### src/rtl/cpu_pkg.sv
// Shared pipeline-control types and constants for the CPU datapath.
package cpu_pkg;

   typedef enum logic {
      IDLE,
      HOLD
   } hz_state_t;

   localparam logic [4:0]  REG_ZERO      = 5'd0;
   localparam int unsigned PC_STEP       = 4;
   localparam logic [1:0]  STALL_LOAD_BR = 2'd2;

   function automatic logic reg_match(input logic use_r, input logic [4:0] r, input logic [4:0] rd);
      return use_r && (r != REG_ZERO) && (r == rd);
   endfunction

endpackage

### src/rtl/hazard_detect.sv
// Combinational hazard detection: number of stall cycles the ID instruction needs.
module hazard_detect
   import cpu_pkg::*;
(
   input  logic [4:0] id_rs,
   input  logic [4:0] id_rt,
   input  logic       id_useRs,
   input  logic       id_useRt,
   input  logic       id_isBranchOrJump,
   input  logic [4:0] ex_rd,
   input  logic [4:0] mem_rd,
   input  logic       ex_regWrite,
   input  logic       ex_memRead,
   input  logic       mem_regWrite,
   input  logic       mem_memRead,
   output logic [1:0] need
);

   logic ex_hit;
   logic mem_hit;

   assign ex_hit  = reg_match(id_useRs, id_rs, ex_rd)  || reg_match(id_useRt, id_rt, ex_rd);
   assign mem_hit = reg_match(id_useRs, id_rs, mem_rd) || reg_match(id_useRt, id_rt, mem_rd);

   // Branches compare in ID, so they must also wait on ALU results in EX and loads in MEM.
   always_comb begin
      need = '0;
      if (id_isBranchOrJump) begin
         if (ex_memRead && ex_hit)
            need = STALL_LOAD_BR;
         else if ((ex_regWrite && ex_hit) || (mem_memRead && mem_regWrite && mem_hit))
            need = 2'd1;
      end else if (ex_memRead && ex_regWrite && ex_hit) begin
         need = 2'd1;
      end
   end

endmodule

### src/rtl/hazard_ctrl.sv
// Pipeline hazard control: stall FSM, ID-stage redirect, PC select and perf counters.
module hazard_ctrl
   import cpu_pkg::*;
#(
   parameter int unsigned PC_W  = 32,
   parameter int unsigned CNT_W = 32
) (
   input  logic             clk,
   input  logic             rst,
   input  logic             cpu_en,
   input  logic [4:0]       id_rs,
   input  logic [4:0]       id_rt,
   input  logic             id_useRs,
   input  logic             id_useRt,
   input  logic             id_isBranchOrJump,
   input  logic             id_taken,
   input  logic [PC_W-1:0]  id_target,
   input  logic [4:0]       ex_rd,
   input  logic [4:0]       mem_rd,
   input  logic             ex_regWrite,
   input  logic             ex_memRead,
   input  logic             mem_regWrite,
   input  logic             mem_memRead,
   input  logic             ext_busy,
   input  logic [PC_W-1:0]  if_pc,
   output logic             id_shouldStall,
   output logic             id_shouldJumpOrBranch,
   output logic [PC_W-1:0]  nextPc,
   output logic             ifid_flush,
   output logic             idex_bubble,
   output logic [CNT_W-1:0] stallCycles,
   output logic [CNT_W-1:0] flushCount
);

   hz_state_t  state;
   logic [1:0] cnt;
   logic [1:0] need;
   logic       in_hold;
   logic       stall_new;
   logic       redirect;

   hazard_detect u_detect (
      .id_rs             (id_rs),
      .id_rt             (id_rt),
      .id_useRs          (id_useRs),
      .id_useRt          (id_useRt),
      .id_isBranchOrJump (id_isBranchOrJump),
      .ex_rd             (ex_rd),
      .mem_rd            (mem_rd),
      .ex_regWrite       (ex_regWrite),
      .ex_memRead        (ex_memRead),
      .mem_regWrite      (mem_regWrite),
      .mem_memRead       (mem_memRead),
      .need              (need)
   );

   assign in_hold   = (state == HOLD);
   assign stall_new = (state == IDLE) && (need != 2'd0);
   assign redirect  = !rst && (state == IDLE) && (need == 2'd0) && !ext_busy
                      && id_isBranchOrJump && id_taken;

   // EX is frozen externally while busy, so no bubble is injected then.
   assign id_shouldStall        = !rst && (ext_busy || in_hold || stall_new);
   assign idex_bubble           = !rst && !ext_busy && (in_hold || stall_new);
   assign id_shouldJumpOrBranch = redirect;
   assign ifid_flush            = redirect;

   always_comb begin
      nextPc = '0;
      if (!rst)
         nextPc = redirect ? id_target : if_pc + PC_W'(PC_STEP);
   end

   always_ff @(posedge clk) begin
      if (rst) begin
         state       <= IDLE;
         cnt         <= '0;
         stallCycles <= '0;
         flushCount  <= '0;
      end else if (cpu_en) begin
         if (id_shouldStall)
            stallCycles <= stallCycles + CNT_W'(1);
         if (ifid_flush)
            flushCount <= flushCount + CNT_W'(1);
         if (!ext_busy) begin
            case (state)
               IDLE: begin
                  if (need != 2'd0) begin
                     cnt   <= need - 2'd1;
                     state <= (need > 2'd1) ? HOLD : IDLE;
                  end
               end
               HOLD: begin
                  cnt <= cnt - 2'd1;
                  if (cnt == 2'd1)
                     state <= IDLE;
               end
               default: state <= IDLE;
            endcase
         end
      end
   end

endmodule
### config.mk
export PLATFORM = sky130hd
export DESIGN_NAME = hazard_ctrl
export DESIGN_NICKNAME = d
export VERILOG_FILES = /design/src/rtl/cpu_pkg.sv /design/src/rtl/hazard_detect.sv /design/src/rtl/hazard_ctrl.sv
export SDC_FILE = /design/constraint.sdc
export NUM_CORES = 1
export LEC_CHECK = 0
export ABC_CLOCK_PERIOD_IN_PS = 9400
export CAP_MARGIN = 20
export CORE_ASPECT_RATIO = 1.4
export CORE_UTILIZATION = 47
export CTS_BUF_LIST = sky130_fd_sc_hd__clkbuf_8
export DETAILED_ROUTE_END_ITERATION = 12
export GPL_TIMING_DRIVEN = 0
export PLACE_DENSITY = 0.89
export SLEW_MARGIN = 30
export SYNTH_ARGS = -nofsm -noshare
export SYNTH_HDL_FRONTEND = slang
export SYNTH_SLANG_ARGS = --single-unit
### constraint.sdc
create_clock -name clk -period 9.4 [get_ports clk]
set_input_delay 1.41 -clock clk [delete_from_list [all_inputs] [get_ports clk]]
set_output_delay 1.41 -clock clk [all_outputs]
set_load 0.02 [all_outputs]
==> metrics list, run 1 <==
- Crit end category: primary output
- Once layout is complete, the utilization of the core stands at 75.4%.
- The first detailed-routing pass ran for 5 iterations.
- Setup slack after layout: 2.65 ns
- The area growth from synthesis to layout is 53.6%.
- For this block, the initial DRC count from the detailed router was 195.
* Final routed wirelength across all metal layers: 13600 microns
* Post-route clock period utilization: 71.8%
* Core Region: 8710 sq um
- Number of sinks handled by clock tree synthesis: 67
- Of the cells placed in the final design, the portion with a size suffix greater than 1 is 4.53%.
- The library cells used most frequently in the layout, excluding fill and tap cells, are 195 x clkdlybuf4s50_1, 101 x nor2_1, 67 x dfxtp_1, 60 x xor2_1, 47 x xnor2_1.
* Path type of the worst setup path: input port to primary output
* Worst reg2reg path startpoint: in_hold$_SDFFE_PP0P_
- The die covers 9490 sq um.
- The critical path starts at id_rt[0].
- Timing would allow up to 0.148 GHz.
- Maximum vdd drop: 0.105 mV
- The number of global-route vias before repair is 4603.
* H-Tree Depth: 3
* Max Cap Violations: 0
- Final #Nets: 847
- Yosys warning total: 0
* Pre-CTS setup slack: 2.66 ns
- Once detail routing completed, the nets flagged for antenna violations numbered 0.
- At the worst endpoint, the required time is 7.99 ns.
- In this run the deepest clock path goes through 2 buffers.
- The final route contains 4748 vias.
* Skew final: 0.00774 ns
* Post-CTS Repair Setup Buffers: 0
- The floorplan has 40 rows.
- Net count after synthesis: 641
- Element type at the critical path start: input port
- Fraction of power consumed by sequential logic: 43.1%
* Grt total ovfl: 0
- Buffers inserted during clock tree synthesis total 9.
- Average wire length per cell after detail routing: 15.9 microns
- Number of instances resized during post-cts repair: 0
- Leaving out fill and tap cells, the most frequent cell in the layout is clkdlybuf4s50_1.
- In this run, post-CTS hold repair placed 0 buffers.
- Count of buffers inserted at the top-level ports: 195
- At the later pin of the worst-skew pair, clock insertion delay measures 0.35 ns.
- The internal power of the cells totals 495 uW.
- Cell area after technology mapping: 4280 sq um
* Maximum number of pins on one net before global-route repair: 11
- The first global-routing pass estimated 21200 microns of wire.
- Setup repair after global routing left no endpoint under its margin.
* Seq cells post-synth: 67
- The worst pin sits at a relative slew slack of 57.6%.
* Net switching power: 167 uW
- Total negative slack for setup checks: 0 ns
- CTS root buf: clkbuf_8
- Leakage component of the power: 0.00227 uW
* Vias per std cell: 5.55
- Of the total power, combinational logic draws 19.6%.
- Fin. Hold Viols: 0
* Clock period minus final worst setup slack: 6.75 ns
* Switching portion of total power: 25.2%
* Worst-margin pin slew: 0.637 ns
- Dividing total power by cell area gives a power density of 101 nW/um^2.
* Setup Viol. Count Final: 0
- Each instance of the synthesized netlist takes up on average 7.92 sq um.
* Initial standard-cell utilization of the core: 49.1%
* Outcome: finished, final reports clean
* Clock network fraction of total power: 37.4%
- For this design the top-level I/O count stands at 196.
- ANT cells: 0
- Count of unique library cells instantiated by Yosys: 46
- Antenna violations before repair: 0
- After clock tree synthesis, the clock-pin slew on the worst setup and hold paths is 0.07 ns.
- Share of synthesized area occupied by flip-flops and latches: 31.4%
- Floorplan die width: 82.6 microns
- Detailed placement HPWL: 10900 microns
* DRC: 0
* Power, Total: 662 uW
- Max Fanout on Critical Path: 10
- In this run the vertical extent of the chip is 115 microns.
- Placer's final routability congestion estimate: 0.936
* Clock tree from TritonCTS: done
- Worst Path Arrival: 5.34 ns
- Total routing resource utilization after global routing: 29.4%
- Launch point of the worst hold path: cnt[1]$_SDFFE_PP0P_
* Hold crit path type: flip-flop to flip-flop
- Total count of max-transition violations in the final report: 0
* Number of instances in the synthesized netlist: 540
[metal layers]
| layer | wire length [microns] | part of all wire [%] | global-route usage (%) | vias to the layer above |
|---|---|---|---|---|
| li1 | - | - | - | 2301 |
| met1 | 5220 | 38 | 32.1 | 2191 |
| met2 | 6980 | 51 | 51.6 | 220 |
| met3 | 918 | 6.7 | 7.54 | 36 |
| met4 | 500 | 3.7 | 14.4 | 0 |
| met5 | 0 | 0 | 0 | - |
[power groups by stage]
stage	logic [uW]	clock network (uW)	registers, uW
global placement	126	0	292
CTS	129	250	285
floorplan	48.7	0	292
detailed placement	128	0	292
global route	137	263	285
finish	129	247	285
[final cells by class]
cell class / instances / area (sq um)
fillers: 636 / 2140
well taps: 105 / 131
repair buffers: 195 / 1950
clock buffers: 12 / 165
inverters: 10 / 37.5
flip-flops and latches: 67 / 1340
plain buffers: 23 / 92.6
clock inverters: 4 / 41.3
multi-input cells: 440 / 2800
[sequential cells by signal, summed over array words and instances (netlist names)]
signal / cells
in_hold: 1
cnt: 2
flushCount: 32
stallCycles: 32
[stage by stage]
stage          hold WS, ns  cells  instance area, sq um
4_1_cts              0.474    856                  6570
2_1_floorplan        0.444    540                  4280
3_3_place_gp         0.457    840                  6360
5_1_grt              0.520    856                  6570
6_report             0.475    856                  6570
3_5_place_dp         0.461    840                  6360
[final timing paths]
| kind | endpoint | slack (ns) | cells past startpoint |
|---|---|---|---|
| hold / removal | cnt[1]$_SDFFE_PP0P_ | 0.47 | 2 |
| hold reg to reg | cnt[1]$_SDFFE_PP0P_ | 0.47 | 2 |
| setup reg to reg | flushCount[31]$_SDFFE_PP0P_ | 7.30 | 7 |
| setup / recovery | nextPc[10] | 2.65 | 13 |
[critical path, stage by stage]
cell	delay, ns
clkdlybuf4s50_1	0.47
or4_1	0.53
o21ai_0	0.25
nor4_1	0.14
o21a_1	0.22
o21a_1	0.19
ha_1	0.22
nor2b_1	0.18
nand2_1	0.19
clkbuf_1	0.38
nor2_1	0.09
a211oi_1	0.39
clkdlybuf4s50_1	0.69
[cells by family after synthesis]
family / synth area share [%]
xor+xnor: 21.9
flops: 31.4
compound gates: 8.69
fa+ha+maj: 1.46
buf+inv: 3.04
simple gates: 33.5
[cells in the mapped netlist, drive strengths merged]
master | number | share of area, %
nor3 | 18 | 2.7
nand2b | 1 | 0.15
or2 | 2 | 0.29
nand2 | 36 | 3.3
nand3 | 39 | 4.7
or4 | 2 | 0.35
and4 | 9 | 1.8
o21ai | 7 | 0.82
xnor2 | 47 | 9.6
nand4 | 29 | 4.7
and3 | 14 | 2.2
dfxtp | 67 | 31
clkbuf | 18 | 1.6
nor2 | 102 | 9.0
inv | 9 | 0.79
a211oi | 29 | 5.2
buf | 5 | 0.59
o2111ai | 1 | 0.20
nor3b | 3 | 0.64
o21a | 3 | 0.53
or3 | 4 | 0.59
a31oi | 1 | 0.15
clkinv | 1 | 0.088
and2 | 5 | 0.73
a21oi | 9 | 1.1
ha | 5 | 1.5
xor2 | 60 | 12
nor4 | 6 | 1.6
o211ai | 3 | 0.53
a311oi | 1 | 0.20
and4bb | 1 | 0.29
nor2b | 3 | 0.44
Power figures use the tool's default switching activity.
==> run 2, diff against run 1 <==
Settings changed: ABC_CLOCK_PERIOD_IN_PS 9400 to 6900, CORE_UTILIZATION 47 to 43, PLACE_DENSITY 0.89 to 0.83.
Clock period 9.4 ns to 6.9 ns, I/O delays scaled along.
==> run 2 against run 1 <==
Against the previous run:
- critical path depth unchanged
- utilization decreased by 6.5 points
- via count decreased by 1.3%
- register-to-register slack got worse by 2.5 ns
- first-iteration DRC count decreased by 2.1%
- final cell count increased by 3.0%
- critical path type unchanged
- global-route usage decreased by 3.1 points
- worst hold slack improved by 0.017 ns
- sequential cell count unchanged
==> metrics list, run 2 (same netlist as run 1, synthesis figures left out) <==
* Maximum vdd drop: 0.0775 mV (was 0.105 mV)
- The number of remaining DRC errors is 0 (unchanged).
- The worst-margin pin slew was 0.596 ns (was 0.637 ns).
- Endpoint of the worst hold path: cnt[1]$_SDFFE_PP0P_ (unchanged)
* Worst Reg-to-Reg Cells: 7 (unchanged)
* Vias post-DR: 4684 (was 4748)
- The detailed placer's ending HPWL came to 10900 microns (about the same).
* Hold crit path type: flip-flop to flip-flop (unchanged)
- Max Fclk: 0.166 GHz
- Data required time at the worst endpoint: 5.86 ns (was 7.99 ns)
* Launch point of the worst hold path: cnt[1]$_SDFFE_PP0P_ (unchanged)
- The highest metal layer with signal wires is met4 (unchanged).
* Total clock buffers created by CTS: 9 (unchanged)
- CTS root buf: clkbuf_8 (unchanged)
- Number of DRC violations after detailed-routing iteration 0: 191 (was 195)
- The leading cell type in the layout, fill and taps excluded is clkdlybuf4s50_1 (unchanged).
- Vias per std cell: 5.31 (was 5.55)
- The placeable core region is 9560 sq um (was 8710 sq um).
- Max Cap Violations: 0 (unchanged)
- Antenna violations before repair: 0 (unchanged)
- The final count of pins violating max slew came to 0 (unchanged).
* Max Fanout on Critical Path: 10 (unchanged)
- Worst slew margin relative to its limit: 60.3% (was 57.6%)
* Clock period minus final worst setup slack: 6.03 ns
* # rows: 42 (was 40)
- Leading cell types in the layout, fill and taps excluded: 195 x clkdlybuf4s50_1, 101 x nor2_1, 67 x dfxtp_1, 60 x xor2_1, 47 x xnor2_1 (unchanged)
* Average wire length per cell after detail routing: 15.3 microns (was 15.9 microns)
- Clock tree from TritonCTS: done (unchanged)
- Maximum number of pins on one net before global-route repair: 11 (unchanged)
* Hold Crit Depth: 2 (unchanged)
* Detailed-router iteration count before antenna repair: 4 (was 5)
- The buffer depth of the longest clock path is 2 (unchanged).
* Capture instance of the worst register-to-register path: flushCount[31]$_SDFFE_PP0P_ (unchanged)
* Number of instances resized during post-cts repair: 0 (unchanged)
- The power per standard cell area came to 134 nW/um^2 (was 101 nW/um^2).
- Crit end category: primary output (unchanged)
- Total negative slack for setup checks: 0 ns (unchanged)
* Final routed wirelength across all metal layers: 13500 microns (was 13600 microns)
- Final #Nets: 847 (unchanged)
- The hold buffer count at cts was 0 (unchanged).
- Outcome: finished, final reports clean (unchanged)
- Setup repair after global routing missed its margin: false (unchanged).
* H-Tree Depth: 3 (unchanged)
* Leading registers by flop count: flushCount: 32 flops, stallCycles: 32 flops, cnt: 2 flops (unchanged)
- The fraction of final layout cells sized beyond drive strength 1 came to 4.80% (was 4.53%).
* Count of buffers inserted at the top-level ports: 195 (unchanged)
- Initial standard-cell utilization of the core: 44.7% (was 49.1%)
- Later-pin clock latency in the skew report: 0.35 ns (about the same)
- Fin. Hold Viols: 0 (unchanged)
- The total global routing track utilization came to 26.3% (was 29.4%).
- The height of the chip came to 120 microns (was 115 microns).
- The detailed-routed wire length on met3 is 916 microns (was 918 microns).
- The antenna diode count was 0 (unchanged).
* Grt total ovfl: 0 (unchanged)
- The wire length of the first global-routing pass came to 21400 microns (was 21200 microns).
- The worst path uses 87.3% of the clock period.
- Area Growth Syn to Fin: 54.1% (was 53.6%)
* Floorplan die width: 86.3 microns (was 82.6 microns)
- The pre-CTS setup slack is 0.915 ns (was 2.66 ns).
* Setup slack after layout: 0.874 ns (was 2.65 ns)
* Met2 wire len: 6920 microns (was 6980 microns)
- The launch instance of the worst register-to-register path is in_hold$_SDFFE_PP0P_ (unchanged).
* Worst Path Arrival: 4.99 ns (was 5.34 ns)
- Register-to-register path setup slack: 4.85 ns (was 7.30 ns)
* Die area: 10400 sq um (was 9490 sq um)
- Placer's final routability congestion estimate: 0.896 (was 0.936)
* Number of sinks handled by clock tree synthesis: 67 (unchanged)
* Number of global-route vias before repair: 4541 (was 4603)
- The met1 wire length was 5270 microns (was 5220 microns).
* Leakage component of the power: 0.00225 uW (was 0.00227 uW)
- The count of final setup violators is 0 (unchanged).
- Skew final: 0.00406 ns (was 0.00774 ns)
- Element type at the critical path start: input port (unchanged)
- Number of top-level pins: 196 (unchanged)
- The clock transition at the registers of the reported paths came to 0.07 ns (about the same).
- Post-CTS Repair Setup Buffers: 0 (unchanged)
* Path type of the worst setup path: input port to primary output (unchanged)
* Number of routed nets with antenna violations: 0 (unchanged)
- Worst Setup SP: id_rt[0] (unchanged)
==> run 2: worst max-delay path by stage <==
stage	end	slack, ns	cells past startpoint
after floorplan	nextPc[26]	2.19	11
after global placement	nextPc[13]	1.01	13
after detailed placement	nextPc[13]	0.91	13
after CTS	nextPc[13]	0.89	13
after global routing	nextPc[16]	0.66	13
final	nextPc[13]	0.87	13
==> run 2: report_power, final <==
| group | internal, uW | switching, uW |
|---|---|---|
| logic | 94.2 | 83.0 |
| clock network | 177 | 141 |
| registers | 387 | 1.30 |
==> run 2: metal layers <==
metal,global-route usage [%],up-vias
met5,0,-
met4,11.6,0
met3,6.46,31
met2,47.0,195
met1,28.9,2170
li1,-,2288
==> run 2: layout make-up <==
cell class                 instances  area [sq um]
buffer                            23          92.6
clock buffer                      14           193
clock inverter                     1          5.00
fill                             826          2970
inverter                          10          37.5
multi-input combinational        440          2800
sequential                        67          1340
tap                              132           165
timing repair buffer             195          1950
==> run 2: per-stage QoR <==
stage	power (uW)	hold WS [ns]	area (sq um)	cells	util [%]
2_1_floorplan	464	0.444	4280	540	-
3_3_place_gp	570	0.455	6390	867	66.8
3_5_place_dp	573	0.477	6390	867	66.8
4_1_cts	887	0.487	6590	882	68.9
5_1_grt	917	0.548	6590	882	68.9
6_report	884	0.492	6590	882	68.9
==> run 2: critical path, cell delays in order <==
cell,delay [ns]
clkdlybuf4s50_1,0.47
or4_1,0.54
o21ai_0,0.24
nor4_1,0.14
o21a_1,0.22
o21a_1,0.19
ha_1,0.22
nor2b_1,0.17
nand2_1,0.21
clkbuf_1,0.43
nor2_1,0.09
a211oi_1,0.35
clkdlybuf4s50_1,0.67
==> run 3, diff against run 2 <==
Settings changed: CORE_MARGIN set to 10.
==> run 3 against run 2 <==
Against the previous run:
- count of clock-buffer cells in the layout fell by 2
- first-iteration DRC count rose by 23%
- combinational power barely moved
- worst hold slack got worse by 0.0020 ns
- critical path type unchanged
- fmax rose by 1.0%
- highest routed layer unchanged
- sequential power barely moved
- critical path depth did not move
- sequential cell count did not move
- via count fell by 0.88%
==> metrics list, run 3 (same netlist as run 1, synthesis figures left out) <==
* Library cell contributing the largest single delay on the critical path: clkdlybuf4s50_1 (unchanged)
- The insertion delay of the later-clocked pin in the worst-skew pair came to 0.34 ns (was 0.35 ns).
- Worst-margin pin slew: 0.635 ns (was 0.596 ns)
* Crit end category: primary output (unchanged)
- The number of cells upsized or downsized after cts is 0 (unchanged).
- Layout fillers: 863 (was 826)
- Setup repair after global routing missed its margin: false (unchanged)
- Maximum number of pins on one net before global-route repair: 11 (unchanged)
- The number of global-route vias before repair is 4875 (was 4541).
- The leading cell type in the layout, fill and taps excluded is clkdlybuf4s50_1 (unchanged).
- The number of CTS-inserted buffers came to 9 (unchanged).
- The count of final setup violators was 0 (unchanged).
* Number of DRC violations after detailed-routing iteration 0: 234 (was 191)
- Final #Nets: 847 (unchanged)
- The length of the first detailed-routing pass in iterations is 4 (unchanged).
* First-pass GRT wire length: 24600 microns (was 21400 microns)
- Sequential cell area: 1340 sq um (unchanged)
- The fraction of final layout cells sized beyond drive strength 1 is 4.67% (was 4.80%).
- Total count of max-transition violations in the final report: 0 (unchanged)
- Initial standard-cell utilization of the core: 43.7% (was 44.7%)
* Grt total ovfl: 0 (unchanged)
- Floorplan die width: 104 microns (was 86.3 microns)
- Setup slack after layout: 0.933 ns (was 0.874 ns)
- Worst slew margin relative to its limit: 57.7% (was 60.3%)
* Post-route clock period utilization: 86.5% (was 87.3%)
- Skew final: 0.00574 ns (was 0.00406 ns)
- CP Cell Sequence: clkdlybuf4s50_1 > or4_1 > o21ai_0 > nor4_1 > o21a_1 > o21a_1 > ha_1 > nor2b_1 > nand2_1 > clkbuf_1 > nor2_1 > a211oi_1 > clkdlybuf4s50_1 (unchanged)
* Leakage component of the power: 0.00225 uW (about the same)
* Power, Total: 858 uW (was 884 uW)
- The weighted congestion reported at the end of routability-driven placement is 0.890 (was 0.896).
- The root cell of the clock tree is clkbuf_8 (unchanged).
- The pre-CTS setup slack came to 0.958 ns (was 0.915 ns).
- Maximum clock insertion buffer count: 2 (unchanged)
* Path type of the worst setup path: input port to primary output (unchanged)
* Hold crit path type: flip-flop to flip-flop (unchanged)
- The sum of negative setup slack came to 0 ns (unchanged).
- Max Cap Violations: 0 (unchanged)
- The critical-path maximum fanout was 10 (unchanged).
* Vias post-DR: 4643 (was 4684)
- Outcome: finished, final reports clean (unchanged).
- Power density over the cells: 131 nW/um^2 (was 134 nW/um^2)
* Vias per std cell: 5.25 (was 5.31)
- The critical path data required time was 5.86 ns (about the same).
- Leading cell types in the layout, fill and taps excluded: 195 x clkdlybuf4s50_1, 101 x nor2_1, 67 x dfxtp_1, 60 x xor2_1, 47 x xnor2_1 (unchanged).
- Minimum hold slack: 0.490 ns (was 0.492 ns)
- The combined area of the multi-input logic cells is 2800 sq um (unchanged).
- Total routing resource utilization after global routing: 21.0% (was 26.3%)
* Number of top-level pins: 196 (unchanged)
* Clock-pin slew on the worst setup and hold paths: 0.07 ns (about the same)
- The startpoint of the lowest-slack hold path was cnt[1]$_SDFFE_PP0P_ (unchanged).
- Area Growth Syn to Fin: 53.8% (was 54.1%)
- Max Fclk: 0.168 GHz (was 0.166 GHz)
- Number of routed nets with antenna violations: 0 (unchanged)
* Worst Path Arrival: 4.93 ns (was 4.99 ns)
- The number of remaining DRC errors is 0 (unchanged).
* # rows: 43 (was 42)
- Count of buffers inserted at the top-level ports: 195 (unchanged)
- Leading registers by flop count: flushCount: 32 flops, stallCycles: 32 flops, cnt: 2 flops (unchanged)
- The element type at the critical path start is an input port (unchanged).
- The shortest period the worst path allows is 5.97 ns (was 6.03 ns).
- Core Region: 9790 sq um (was 9560 sq um)
* Antenna violations before repair: 0 (unchanged)
* H-Tree Depth: 3 (unchanged)
* Average wire length per cell after detail routing: 17.4 microns (was 15.3 microns)
- The TritonCTS sink count is 67 (unchanged).
* Maximum cell stage delay along the critical path: 0.68 ns (was 0.67 ns)
- Clock tree from TritonCTS: done (unchanged)
* Number of buffers inserted for hold repair after clock tree synthesis: 0 (unchanged)
- The first element of the critical path is id_rt[0] (unchanged).
* Final routed wirelength across all metal layers: 15400 microns (was 13500 microns)
* Post-CTS Repair Setup Buffers: 0 (unchanged)
* Vertical extent of the die: 138 microns (was 120 microns)
- Worst reg2reg path startpoint: stallCycles[4]$_SDFFE_PP0P_ (was in_hold$_SDFFE_PP0P_)
- The full die area was 14400 sq um (was 10400 sq um).
* ANT cells: 0 (unchanged)
- Detailed placement HPWL: 12900 microns (was 10900 microns)
- Maximum vdd drop: 0.0692 mV (was 0.0775 mV)
- The number of hold-slack violations in the final timing report was 0 (unchanged).
[run 3: cell count changes in the layout (fill, tap and decap cells not counted), sizes merged]
cell    change
inv         +1
clkbuf      -2
clkinv      +1
[run 3: worst max-delay path: cells and delay by family]
family / cells / cell delay [ns]
buffers and inverters: 3 / 1.56
AO/OA/AOI/OAI: 4 / 0.97
AND/OR/NAND/NOR: 5 / 1.14
adder cells (fa/ha/maj): 1 / 0.22
[run 3: through the flow]
step	util, %	std cells	area [sq um]
after floorplan	-	540	4280
after CTS	67.1	885	6580
after global placement	65.3	870	6400
after detailed placement	65.3	870	6400
final	67.1	885	6580
after global routing	67.1	885	6580
[run 3: layout make-up]
cell class	instances	area share, %
Clock inverter	3	0.209
Inverter	10	0.571
Sequential cell	67	20.4
Buffer	23	1.41
Multi-Input combinational cell	440	42.6
Tap cell	135	2.57
Clock buffer	12	2.51
Timing Repair Buffer	195	29.7
[run 3: worst paths after layout]
check	endpoint	slack [ns]	depth (start not counted)
setup / recovery	nextPc[5]	0.93	13
hold / removal	cnt[1]$_SDFFE_PP0P_	0.49	2
setup reg to reg	stallCycles[24]$_SDFFE_PP0P_	4.85	6
hold reg to reg	cnt[1]$_SDFFE_PP0P_	0.49	2
[run 3: per-layer routing]
metal	global-route usage, %	vias up	wire length [microns]
met4	7.36	0	308
met1	20.5	2157	5610
met3	11.1	17	1760
li1	-	2293	-
met5	0	-	0
met2	37.4	176	7690
[run 3: power breakdown]
group | internal [uW] | switching [uW]
Clock | 155 | 137
Combinational | 94.1 | 82.8
Sequential | 388 | 1.19
